### src/rtl/sha224_digest_serializer_pkg.sv
// Shared constants, FSM state type and byte-swap helper for the SHA-224 digest serializer.
// SHA224_SER_BSWAP_EN (optional) selects little-endian byte order for each output word.
package sha224_ser_pkg;

    localparam int WORD_W    = 32;
    localparam int NUM_WORDS = 7;
    localparam int DIGEST_W  = WORD_W * NUM_WORDS;
    localparam int IDX_W     = 3;

    typedef enum logic {
        IDLE = 1'b0,
        SEND = 1'b1
    } state_t;

    function automatic logic [WORD_W-1:0] bswap32(input logic [WORD_W-1:0] w);
        return {w[7:0], w[15:8], w[23:16], w[31:24]};
    endfunction

endpackage

### src/rtl/sha224_digest_serializer_if.sv
// Digest-in / word-out handshake bundle; slave is the serializer, master is the driving side.
// Handshake rule: a transfer happens on a rising edge where valid and ready are both high;
// valid never depends on ready, and the sender holds its data stable until the transfer.
interface sha224_digest_serializer_if;
    import sha224_ser_pkg::*;

    logic [DIGEST_W-1:0] digest_in;
    logic                digest_valid;
    logic                digest_ready;
    logic [WORD_W-1:0]   word_out;
    logic                word_valid;
    logic                word_ready;
    logic                word_last;
    logic [IDX_W-1:0]    word_idx;
    logic                busy;
    state_t              dbg_state;

    modport slave (
        input  digest_in, digest_valid, word_ready,
        output digest_ready, word_out, word_valid, word_last, word_idx, busy, dbg_state
    );

    modport master (
        output digest_in, digest_valid, word_ready,
        input  digest_ready, word_out, word_valid, word_last, word_idx, busy, dbg_state
    );

endinterface

### src/rtl/sha224_digest_serializer.sv
// Captures one 224-bit digest and streams it out as seven 32-bit words, MSW first.
// Define SHA224_SER_BSWAP_EN to byte-reverse every output word.
module sha224_digest_serializer
    import sha224_ser_pkg::*;
(
    input  logic                        CLK,
    input  logic                        RST,
    sha224_digest_serializer_if.slave   bus
);

    state_t              r_state;
    state_t              w_state_nxt;
    logic [DIGEST_W-1:0] r_shift;
    logic [IDX_W-1:0]    r_idx;

    logic w_is_last;
    logic w_accept;
    logic w_digest_ready;
    logic w_load;

    assign w_is_last      = (r_state == SEND) && (r_idx == IDX_W'(NUM_WORDS - 1));
    assign w_accept       = (r_state == SEND) && bus.word_ready;
    // Ready early on the final accepted word so a waiting digest loads with no bubble.
    assign w_digest_ready = (r_state == IDLE) || (w_is_last && bus.word_ready);
    assign w_load         = w_digest_ready && bus.digest_valid;

    always_comb begin
        w_state_nxt = r_state;
        case (r_state)
            IDLE: if (bus.digest_valid) w_state_nxt = SEND;
            SEND: if (w_accept && w_is_last && !bus.digest_valid) w_state_nxt = IDLE;
            default: w_state_nxt = IDLE;
        endcase
    end

    always_ff @(posedge CLK or posedge RST) begin
        if (RST) r_state <= IDLE;
        else     r_state <= w_state_nxt;
    end

    always_ff @(posedge CLK or posedge RST) begin
        if (RST) begin
            r_shift <= '0;
            r_idx   <= '0;
        end else if (w_load) begin
            r_shift <= bus.digest_in;
            r_idx   <= '0;
        end else if (w_accept) begin
            r_shift <= {r_shift[DIGEST_W-WORD_W-1:0], {WORD_W{1'b0}}};
            r_idx   <= w_is_last ? '0 : r_idx + 1'b1;
        end
    end

    assign bus.digest_ready = w_digest_ready;
    assign bus.word_valid   = (r_state == SEND);
    assign bus.busy         = (r_state == SEND);
    assign bus.word_last    = w_is_last;
    assign bus.word_idx     = r_idx;
    assign bus.dbg_state    = r_state;

`ifdef SHA224_SER_BSWAP_EN
    assign bus.word_out = bswap32(r_shift[DIGEST_W-1 -: WORD_W]);
`else
    assign bus.word_out = r_shift[DIGEST_W-1 -: WORD_W];
`endif

endmodule

### src/flat_wrapper.sv
// flat-port wrapper written by rule: the top's interface ports become plain ports
module sha224_digest_serializer_flat import sha224_ser_pkg::*;
  (CLK, RST, bus_digest_in, bus_digest_valid, bus_word_ready, bus_digest_ready, bus_word_out, bus_word_valid, bus_word_last, bus_word_idx, bus_busy, bus_dbg_state);
  sha224_digest_serializer_if bus_i ();
  input  logic CLK;
  input  logic RST;
  input wire logic [$bits(bus_i.digest_in)-1:0] bus_digest_in;
  input wire logic [$bits(bus_i.digest_valid)-1:0] bus_digest_valid;
  input wire logic [$bits(bus_i.word_ready)-1:0] bus_word_ready;
  output wire logic [$bits(bus_i.digest_ready)-1:0] bus_digest_ready;
  output wire logic [$bits(bus_i.word_out)-1:0] bus_word_out;
  output wire logic [$bits(bus_i.word_valid)-1:0] bus_word_valid;
  output wire logic [$bits(bus_i.word_last)-1:0] bus_word_last;
  output wire logic [$bits(bus_i.word_idx)-1:0] bus_word_idx;
  output wire logic [$bits(bus_i.busy)-1:0] bus_busy;
  output wire logic [$bits(bus_i.dbg_state)-1:0] bus_dbg_state;
  assign bus_i.digest_in = bus_digest_in;
  assign bus_i.digest_valid = bus_digest_valid;
  assign bus_i.word_ready = bus_word_ready;
  assign bus_digest_ready = bus_i.digest_ready;
  assign bus_word_out = bus_i.word_out;
  assign bus_word_valid = bus_i.word_valid;
  assign bus_word_last = bus_i.word_last;
  assign bus_word_idx = bus_i.word_idx;
  assign bus_busy = bus_i.busy;
  assign bus_dbg_state = bus_i.dbg_state;
  sha224_digest_serializer u_core (.CLK(CLK), .RST(RST), .bus(bus_i));
endmodule
### config.mk
export PLATFORM = sky130hd
export DESIGN_NAME = sha224_digest_serializer_flat
export DESIGN_NICKNAME = d
export VERILOG_FILES = /design/src/rtl/sha224_digest_serializer_pkg.sv /design/src/rtl/sha224_digest_serializer_if.sv /design/src/rtl/sha224_digest_serializer.sv /design/src/flat_wrapper.sv
export SDC_FILE = /design/constraint.sdc
export NUM_CORES = 1
export LEC_CHECK = 0
export CAP_MARGIN = 25
export CORE_ASPECT_RATIO = 1.75
export CORE_MARGIN = 8
export CORE_UTILIZATION = 25
export CTS_BUF_LIST = sky130_fd_sc_hd__clkbuf_4
export CTS_CLUSTER_DIAMETER = 50
export DETAILED_ROUTE_END_ITERATION = 7
export SKIP_CTS_REPAIR_TIMING = 1
export SLEW_MARGIN = 20
export SYNTH_ARGS = -nofsm -noshare
export SYNTH_HDL_FRONTEND = slang
export SYNTH_SLANG_ARGS = --single-unit
### constraint.sdc
create_clock -name CLK -period 8.99 [get_ports CLK]
set_input_delay 1.3485 -clock CLK [delete_from_list [all_inputs] [get_ports CLK]]
set_output_delay 1.3485 -clock CLK [all_outputs]
set_load 0.005 [all_outputs]
==> results of run 1 <==
-- cell usage after synthesis (2+ instances only) --
library cell	n
nand2b_1	171
o32ai_1	22
clkbuf_1	42
dfrtp_1	228
inv_1	4
ha_1	2
nand3_1	2
buf_6	12
buf_2	24
a22o_1	33
nand2_1	4
nor2_1	23
o221a_1	100
o221a_2	70
mux2_2	23
o22ai_1	22
and3_1	2
buf_4	35
-- worst min-delay path by stage --
| stage | startpoint | endpoint | slack, ns |
|---|---|---|---|
| CTS | u_core.r_shift[112]$_DFFE_PP0P_ | u_core.r_shift[144]$_DFFE_PP0P_ | 0.50 |
| global placement | u_core.r_shift[15]$_DFFE_PP0P_ | u_core.r_shift[15]$_DFFE_PP0P_ | 0.49 |
| finish | u_core.r_shift[93]$_DFFE_PP0P_ | u_core.r_shift[125]$_DFFE_PP0P_ | 0.50 |
| detailed placement | u_core.r_shift[25]$_DFFE_PP0P_ | u_core.r_shift[25]$_DFFE_PP0P_ | 0.49 |
| floorplan | u_core.r_shift[29]$_DFFE_PP0P_ | u_core.r_shift[29]$_DFFE_PP0P_ | 0.47 |
| global route | u_core.r_shift[25]$_DFFE_PP0P_ | u_core.r_shift[25]$_DFFE_PP0P_ | 0.52 |
-- layout by cell type, fill, tap and decap left out, types with 3 or more instances in the layout --
| master | Yosys | routed |
|---|---|---|
| clkbuf_4 | 0 | 76 |
| o22ai_1 | 22 | 22 |
| o221a_2 | 70 | 70 |
| o221a_1 | 100 | 100 |
| nand2b_1 | 171 | 171 |
| diode_2 | 0 | 17 |
| dfrtp_1 | 228 | 228 |
| nand2_1 | 4 | 4 |
| clkdlybuf4s50_1 | 0 | 267 |
| o32ai_1 | 22 | 22 |
| mux2_2 | 23 | 23 |
| inv_1 | 4 | 3 |
| clkinv_1 | 0 | 4 |
| nor2_1 | 23 | 23 |
| a22o_1 | 33 | 33 |
| buf_4 | 35 | 9 |
-- worst max-delay path, cell delays in order --
cell,delay (ns)
clkdlybuf4s50_1,0.46
buf_4,0.34
and3_1,0.79
or2_4,0.68
buf_4,0.78
o221a_2,0.31
-- report_power, final --
group	internal [mW]	switching, mW
Clock	0.381	0.404
Combinational	0.690	0.389
Sequential	1.39	0.242
-- routing by layer --
layer | up-vias | part of all wire [%] | track usage [%]
met5 | - | 0 | 0
met4 | 0 | 4.6 | 8.67
met3 | 77 | 5.3 | 2.61
met2 | 282 | 50 | 21.9
li1 | 3643 | - | -
met1 | 4028 | 40 | 16.1
-- cell type report --
cell class / count / area, um^2 / share of cell area (%)
clock inverters: 6 / 22.5 / 0.161
well taps: 555 / 694 / 4.97
diodes: 17 / 42.5 / 0.305
clock buffers: 76 / 571 / 4.08
repair buffers: 279 / 2800 / 20.0
inverters: 4 / 22.5 / 0.161
flip-flops and latches: 228 / 5710 / 40.8
multi-input cells: 484 / 4110 / 29.5
-- logic make-up (layout without fill, tap and decap cells) --
family	Yosys count	count (layout)	share of synthesized area, %
AOI/OAI and AO/OA	254	254	24.6
adders and majority gates	2	2	0.239
buffers and inverters	117	365	6.59
DFF	228	228	54.5
muxes	24	24	2.57
other	0	17	0
and+or+nand+nor	204	204	11.5
-- sequential cells by signal (all words and copies together), names as in the netlist --
register,flops
u_core.r_shift,224
u_core.bus.word_idx,3
u_core.bus.busy,1
-- stage by stage --
step | worst slack (ns) | total power, mW | hold slack (ns)
2_1_floorplan | 1.39 | 2.36 | 0.474
3_3_place_gp | 3.79 | 2.69 | 0.489
3_5_place_dp | 4.06 | 2.73 | 0.492
4_1_cts | 4.81 | 3.55 | 0.499
5_1_grt | 4.54 | 3.73 | 0.521
6_report | 4.74 | 3.50 | 0.498
==> parameters.txt, run 1 <==
Parameter                              Value

Run status
  Run status    completed

Detailed routing
  Wirelength, routed    about 34 mm
  First-pass iteration count of the detailed router    5
  Vias    approximately 8,000
  Routed length per instance    20.4 um
  Number of nets with antenna violations after detailed routing    0
  1st-iter DRT viols    approximately 640
  DRC errors left    0
  Drt via density    around 4.9

Layout
  Fill count    4,163
  Share of the core filled with cells    about a third
  Final net count    1,283
  Area growth syn-to-layout    33.3%
  Finished Layout Cells    approximately 1,600
  Fraction of final layout cells sized beyond drive strength 1    approximately 17%
  Post-route cell area    14,000 um^2

Yosys
  Cell variety after synth    28
  Share of synthesized area occupied by flip-flops and latches    54.5%
  Number of enable flip-flop cells after synthesis    0
  Post-Syn Area    around 10,000 um^2
  Top area cells in the synthesized netlist    dfrtp_1 54%, o221a_1 11%, nand2b_1 10%
  Leading register cell type out of synthesis    dfrtp_1
  Total nets after synthesis    1,059
  Area fraction of the dominant cell type after synthesis    a little over half
  Area leader, netlist    dfrtp_1
  Warnings from Yosys    0
  Post-Synthesis Mean Instance Area    approximately 13 um^2
  Ys async rst share    100%
  Post-synthesis instance total    829
  Count of state elements after synthesis    between 200 and 250

CTS
  Clock sink count    between 200 and 250
  Clock tree buffer depth    3
  H-Tree Depth    2
  Clock root buffer master    clkbuf_4
  Clock edge transition at the registers on the reported setup and hold paths    around 0.07 ns
  Clock buffers created by TritonCTS    56
  Clock latency on the worst-skew pair    ~0.69 ns
  Clock tree from TritonCTS    done

Floorplan
  Placement row count    slightly below 100
  Area of the die    49,000 um^2
  Overall die width    between 150 and 200 um
  Core outline area    41,500 um^2
  Initial cell density of the core    approximately 25%
  I/O pin count    ~270
  Die height    about 290 um

Placement
  Port Buffers    between 200 and 300
  Placed standard-cell area    approximately 13,000 um^2
  Routability Congestion    between 0.8 and 0.9
  Cells after DPL    roughly 1,500
  Detailed placer's ending HPWL    approximately 23 mm

Worst setup path
  Worst reg2reg path depth    6
  Worst setup path endpoint    u_core.r_shift[80]$_DFFE_PP0P_
  Startpoint type of the worst setup path    primary input
  Worst R2R End    u_core.r_shift[80]$_DFFE_PP0P_
  CP max FO    80
  Start of the worst register-to-register path    u_core.bus.word_idx[0]$_DFFE_PP0P_
  Critical Path AT    slightly below 5 ns
  Worst reg2reg setup slack    approximately 5.5 ns
  Class of the most critical setup path    primary input to flop
  Beginning of the critical path    bus_digest_valid
  CP endpoint kind    flop
  Endpoint required time on the critical path    roughly 9.6 ns

Timing
  Least-Margin Pin Slew    1.01 ns
  Number of failing setup endpoints in the final timing report    0
  Post-route minimum period    around 4.2 ns
  Accumulated negative setup slack    0 ns
  Slew HR    33.0%
  Max-slew violation total from the final report    0
  Final worst-path cycle share    between 40% and 50%
  Worst clock skew    0.0527 ns
  RSZ-0062 raised after global routing    no
  Top achievable clock speed    roughly 240 MHz
  Final number of hold-violating endpoints    0

Hold path
  Worst hold path stage count    1
  Worst min-delay path category    flop to flop

Global route
  Pin count of the biggest net entering global routing    112
  Via count of the first global-routing pass    approximately 8,700
  Total routing resource utilization after global routing    13.5%
  Remaining Overflow, GRT    0
  Initial antenna violation count    17
  First-pass GRT wire length    a little over 50 mm

Power
  Power density of the placed cells    about 250 nW/um^2
  Maximum vdd ir drop    between 80 and 90 uV
  Static leakage    between 5 and 6 nW

Job
  Max-capacitance violation count    0
No activity file was read; power rests on OpenSTA's default activity.
==> run 2, diff against run 1 <==
clock period = 3.9 ns   (was 8.99 ns; I/O delays follow)
==> parameters.txt, run 2 (synthesis results as in run 1) <==
Parameter                              Value

Worst setup path
  Start of the worst register-to-register path    u_core.bus.word_idx[0]$_DFFE_PP0P_
  Critical Path AT    2.43 ns (-2.40 ns)
  CP max FO    20 (-75%)
  Endpoint required time on the critical path    3.31 ns (-6.26 ns)
  Cells along the critical path    buf_4, nand2_1, clkdlybuf4s50_1
  Cell with the largest stage delay on the worst path    dfrtp_1
  Worst R2R End    u_core.r_shift[196]$_DFFE_PP0P_
  Class of the most critical setup path    flop to output pin
  CP endpoint kind    output pin
  Worst reg2reg path depth    7 (+1)
  Stage delay of the slowest cell on the critical path    0.80 ns (about the same)
  Startpoint type of the worst setup path    flop
  Worst reg2reg setup slack    1.40 ns (-4.09 ns)

Layout
  Multi-input gate area in the final layout    4110 um^2 (unchanged)
  Fill count    4,152 (-0.26%)
  Area growth syn-to-layout    34.6%
  Final net count    1,288 (+0.39%)
  Finished Layout Cells    1,654 (+0.30%)
  Footprint of the flip-flops and latches    5710 um^2 (unchanged)
  Flip-flop count of the largest register, all copies and words added    224 (unchanged)
  Share of the core filled with cells    34.0% (+0.31 points)
  Reg with most FFs    u_core.r_shift
  Most frequent cells in the layout    267 x clkdlybuf4s50_1, 228 x dfrtp_1, 171 x nand2b_1
  Post-route cell area    14,100 um^2 (+0.92%)
  Most frequent standard cell in the layout excluding fill and tap cells    clkdlybuf4s50_1
  Fraction of final layout cells sized beyond drive strength 1    17.8% (+0.35 points)

Timing
  Setup slack after layout    0.890 ns (-3.85 ns)
  Final hold slack    0.362 ns (-0.136 ns)
  RSZ-0062 raised after global routing    no
  Least-Margin Pin Slew    0.951 ns (-0.0538 ns)
  Max-slew violation total from the final report    0 (unchanged)
  Post-route minimum period    3.01 ns
  Accumulated negative setup slack    0 ns (unchanged)
  Top achievable clock speed    332 MHz
  Slew HR    36.6% (+3.6 points)
  Final number of hold-violating endpoints    0 (unchanged)
  Number of failing setup endpoints in the final timing report    0 (unchanged)
  Final worst-path cycle share    about 77%
  Worst clock skew    0.0348 ns (-0.0179 ns)

Floorplan
  Placement row count    99 (unchanged)
  Core outline area    41,500 um^2 (unchanged)
  Die height    287 um (unchanged)
  I/O pin count    268 (unchanged)
  Area of the die    49,000 um^2 (unchanged)
  Initial cell density of the core    25.2% (unchanged)
  Overall die width    171 um (unchanged)

CTS
  Clock buffers created by TritonCTS    57 (+1.8%)
  Clock latency on the worst-skew pair    0.70 ns (about the same)
  Clock edge transition at the registers on the reported setup and hold paths    0.07 ns (about the same)
  Clock root buffer master    clkbuf_4
  Clock sink count    228 (unchanged)
  H-Tree Depth    2 (unchanged)
  Clock tree from TritonCTS    done
  Clock tree buffer depth    3 (unchanged)

Detailed routing
  Number of nets with antenna violations after detailed routing    0 (unchanged)
  1st-iter DRT viols    572 (-10%)
  Drt via density    4.78 (-1.7%)
  Vias    7,914 (-1.4%)
  DRC errors left    0 (unchanged)
  Routed length per instance    19.8 um (-3.0%)
  Wirelength, routed    32.7 mm (-2.8%)
  First-pass iteration count of the detailed router    5 (unchanged)

Placement
  Worst slack at placement    0.745 ns (-3.31 ns)
  Cells after DPL    1,553 (+0.32%)
  Detailed placer's ending HPWL    22.6 mm (-1.7%)
  Routability Congestion    0.787 (-5.3%)
  Port Buffers    267 (unchanged)
  Placed standard-cell area    13,400 um^2 (+0.72%)

Global route
  Initial antenna violation count    15 (-2)
  Remaining Overflow, GRT    0 (unchanged)
  Pin count of the biggest net entering global routing    171 (+53%)
  Via count of the first global-routing pass    8,504 (-1.8%)
  First-pass GRT wire length    49.8 mm (-3.2%)
  Total routing resource utilization after global routing    13.1% (-0.37 points)

Hold path
  Worst min-delay path category    primary input to asynchronous set/reset pin

Power
  Maximum vdd ir drop    205 uV (+150%)
  Power density of the placed cells    578 nW/um^2 (+130%)
  Static leakage    5.34 nW (+1.1%)
  Post-layout total power    8.14 mW (+130%)

Job
  Max-capacitance violation count    0 (unchanged)

Run status
  Run status    completed
## run 2: changes by cell type in the layout (fill, tap and decap cells not counted)
cell,delta
buf_12,+4
buf_16,+1
buf_8,-1
bufinv_16,+1
clkbuf_4,+2
clkinv_1,+2
clkinvlp_4,+1
diode_2,-2
inv_2,-2
inv_8,-1
## run 2: where the power goes
group / internal [mW] / switching [mW]
logic: 1.61 / 0.876
clock network: 0.965 / 0.932
registers: 3.22 / 0.548
total: 5.79 / 2.36
## run 2: worst max-delay path, delay by kind of cell, from the launching register on
| kind | cells | cell delay, ns |
|---|---|---|
| flip-flops | 1 | 0.80 |
| buffers and inverters | 2 | 0.84 |
| AND/OR/NAND/NOR | 1 | 0.11 |
## run 2: routing by layer
layer / global-route usage, % / up-vias / wire length [um]
met1: 15.3 / 3921 / 12800
met3: 2.47 / 63 / 1740
met4: 7.95 / 0 / 1370
met2: 22.0 / 275 / 16700
li1: - / 3655 / -
met5: 0 / - / 0
## run 2: cell type report
class	count	area share (%)
Sequential cell	228	40.5
Antenna cell	15	0.266
Inverter	4	0.133
Clock inverter	7	0.373
Clock buffer	78	4.15
Multi-Input combinational cell	484	29.2
Tap cell	555	4.93
Timing Repair Buffer	283	20.5
## run 2: how the worst max path moves through the flow
stage / start / endpoint / slack [ns] / cells after the start
global placement: bus_digest_valid / u_core.r_shift[39]$_DFFE_PP0P_ / 0.78 / 6
finish: u_core.bus.busy$_DFF_PP0_ / bus_digest_ready / 0.89 / 3
global route: u_core.bus.busy$_DFF_PP0_ / bus_digest_ready / 0.71 / 3
CTS: u_core.bus.busy$_DFF_PP0_ / bus_digest_ready / 0.80 / 3
detailed placement: bus_digest_valid / u_core.r_shift[195]$_DFFE_PP0P_ / 0.74 / 6
floorplan: RST / u_core.bus.busy$_DFF_PP0_ / 0.34 / 1
==> run 3, diff against run 2 <==
clock period = 3.1 ns   (was 3.9 ns; I/O delays follow)
==> parameters.txt, run 3 (synthesis results as in run 1) <==
Parameter                              Value

Power
  Proportion of power drawn by combinational gates    30.9% (+0.4 points)
  Maximum vdd ir drop    294 uV (+43%)
  Clock power frac    23.1% (-0.2 points)
  Internal Pwr Total    7.30 mW (+26%)
  Switching share of power    29.0% (+0.10 points)
  Net switching power    2.99 mW (+27%)
  Post-layout total power    10.3 mW (+26%)
  Part of the power in registers    46.0% (-0.2 points)
  Power density of the placed cells    725 nW/um^2 (+26%)
  Static leakage    5.39 nW (+1.0%)

Layout
  Most frequent standard cell in the layout excluding fill and tap cells    clkdlybuf4s50_1
  Most frequent cells in the layout    267 x clkdlybuf4s50_1, 228 x dfrtp_1, 171 x nand2b_1
  Fill count    4,131 (-0.51%)
  Footprint of the flip-flops and latches    5710 um^2 (unchanged)
  Share of the core filled with cells    34.2% (+0.19 points)
  Multi-input gate area in the final layout    4110 um^2 (unchanged)
  Reg with most FFs    u_core.r_shift
  Fraction of final layout cells sized beyond drive strength 1    18.6% (+0.75 points)
  Area growth syn-to-layout    35.3%
  Final net count    1,298 (+0.78%)
  Flip-flop count of the largest register, all copies and words added    224 (unchanged)

Detailed routing
  Vias    8,020 (+1.3%)
  Routed length per instance    20.1 um (+1.9%)
  Wirelength, routed    33.4 mm (+2.2%)
  Drt via density    4.83 (+1.0%)
  DRC errors left    0 (unchanged)
  1st-iter DRT viols    615 (+7.5%)
  First-pass iteration count of the detailed router    6 (+1)
  Number of nets with antenna violations after detailed routing    0 (unchanged)

Timing
  Least-Margin Pin Slew    0.953 ns (+0.00148 ns)
  Number of failing setup endpoints in the final timing report    0 (unchanged)
  Final number of hold-violating endpoints    0 (unchanged)
  Final hold slack    0.172 ns (-0.190 ns)
  RSZ-0062 raised after global routing    no
  Accumulated negative setup slack    0 ns (unchanged)
  Slew HR    36.2% (-0.34 points)
  Top achievable clock speed    approximately 380 MHz
  Max-slew violation total from the final report    0 (unchanged)
  Final worst-path cycle share    ~85%
  Post-route minimum period    2.64 ns
  Worst clock skew    0.0281 ns (-0.00663 ns)

Worst setup path
  Class of the most critical setup path    flop to output pin
  Endpoint required time on the critical path    2.63 ns (-0.68 ns)
  CP max FO    7 (-65%)
  Startpoint type of the worst setup path    flop
  CP endpoint kind    output pin
  Critical Path AT    2.18 ns (-0.25 ns)

Floorplan
  Area of the die    49,000 um^2 (unchanged)
  Initial cell density of the core    25.2% (unchanged)
  Overall die width    171 um (unchanged)
  I/O pin count    268 (unchanged)
  Placement row count    99 (unchanged)
  Die height    287 um (unchanged)
  Core outline area    41,500 um^2 (unchanged)

Global route
  Initial antenna violation count    10 (-5)
  Met3 global-route usage    2.35% (-0.12 points)
  GR Util met1    15.2% (-0.079 points)
  Via count of the first global-routing pass    8,491 (-0.15%)
  GR Util met2    22.5% (+0.51 points)
  Remaining Overflow, GRT    0 (unchanged)
  Pin count of the biggest net entering global routing    111 (-35%)
  First-pass GRT wire length    50.1 mm (+0.65%)
  Total routing resource utilization after global routing    13.2% (+0.10 points)
  Global routing's busiest layer    met2

CTS
  Clock edge transition at the registers on the reported setup and hold paths    0.07 ns (about the same)
  Clock tree buffer depth    3 (unchanged)
  H-Tree Depth    2 (unchanged)
  Clock tree from TritonCTS    done
  Clock latency on the worst-skew pair    0.69 ns (about the same)
  Clock sink count    228 (unchanged)
  Clock buffers created by TritonCTS    57 (unchanged)
  Clock root buffer master    clkbuf_4

Hold path
  Worst min-delay path category    primary input to asynchronous set/reset pin

Run status
  Run status    completed

Placement
  Port Buffers    267 (unchanged)
  Routability Congestion    0.775 (-1.5%)
  Detailed placer's ending HPWL    23.3 mm (+3.2%)

Job
  Max-capacitance violation count    0 (unchanged)
==> run 3: cell count changes in the layout (fill, tap and decap cells not counted) <==
cell     previous run  this run
diode_2            15        10
buf_4               9        17
buf_12              6         9
buf_16              1         0
==> run 3: final cells by class <==
cell class | instances | share of cell area [%]
clock inverters | 7 | 0.371
diodes | 10 | 0.177
repair buffers | 293 | 21.0
inverters | 4 | 0.132
clock buffers | 78 | 4.13
flip-flops and latches | 228 | 40.2
multi-input cells | 484 | 29.0
well taps | 555 | 4.90
==> run 3: critical path, cell delays in order, from the launching register on <==
cell             delay (ns)
dfrtp_1                0.43
inv_1                  0.08
ha_1                   0.28
nand3_1                0.10
nand2_1                0.12
clkdlybuf4s50_1        0.51
==> run 3: final timing paths <==
path	startpoint	end	slack, ns	depth (start not counted)
max	u_core.bus.word_idx[0]$_DFFE_PP0P_	bus_digest_ready	0.46	5
max reg2reg	u_core.bus.word_idx[0]$_DFFE_PP0P_	u_core.r_shift[77]$_DFFE_PP0P_	0.91	6
max in group asynchronous	RST	u_core.r_shift[118]$_DFFE_PP0P_	2.09	3
min in group CLK	bus_digest_in[20]	u_core.r_shift[20]$_DFFE_PP0P_	0.38	2
min reg2reg	u_core.r_shift[12]$_DFFE_PP0P_	u_core.r_shift[12]$_DFFE_PP0P_	0.51	1
min	RST	u_core.r_shift[201]$_DFFE_PP0P_	0.17	2
==> run 3: per-layer routing <==
metal  routed length (um)  part of all wire [%]
met1                13100                    39
met2                17200                    51
met3                 1770                   5.3
met4                 1390                   4.2
met5                    0                     0
==> run 3: through the flow <==
stage,setup WS (ns),instances,instance area [um^2]
after floorplan,-0.345,829,10500
after global placement,0.694,1564,13500
after detailed placement,0.640,1564,13500
after CTS,0.364,1649,14200
after global routing,0.304,1659,14200
final,0.455,1659,14200
==> run 3: power by group through the flow <==
stage / logic (mW) / registers, mW / clock network, mW
2_1_floorplan: 2.38 / 4.48 / 0
3_3_place_gp: 3.13 / 4.71 / 0
3_5_place_dp: 3.20 / 4.73 / 0
4_1_cts: 3.21 / 4.71 / 2.49
5_1_grt: 3.45 / 4.86 / 2.62
6_report: 3.18 / 4.73 / 2.37
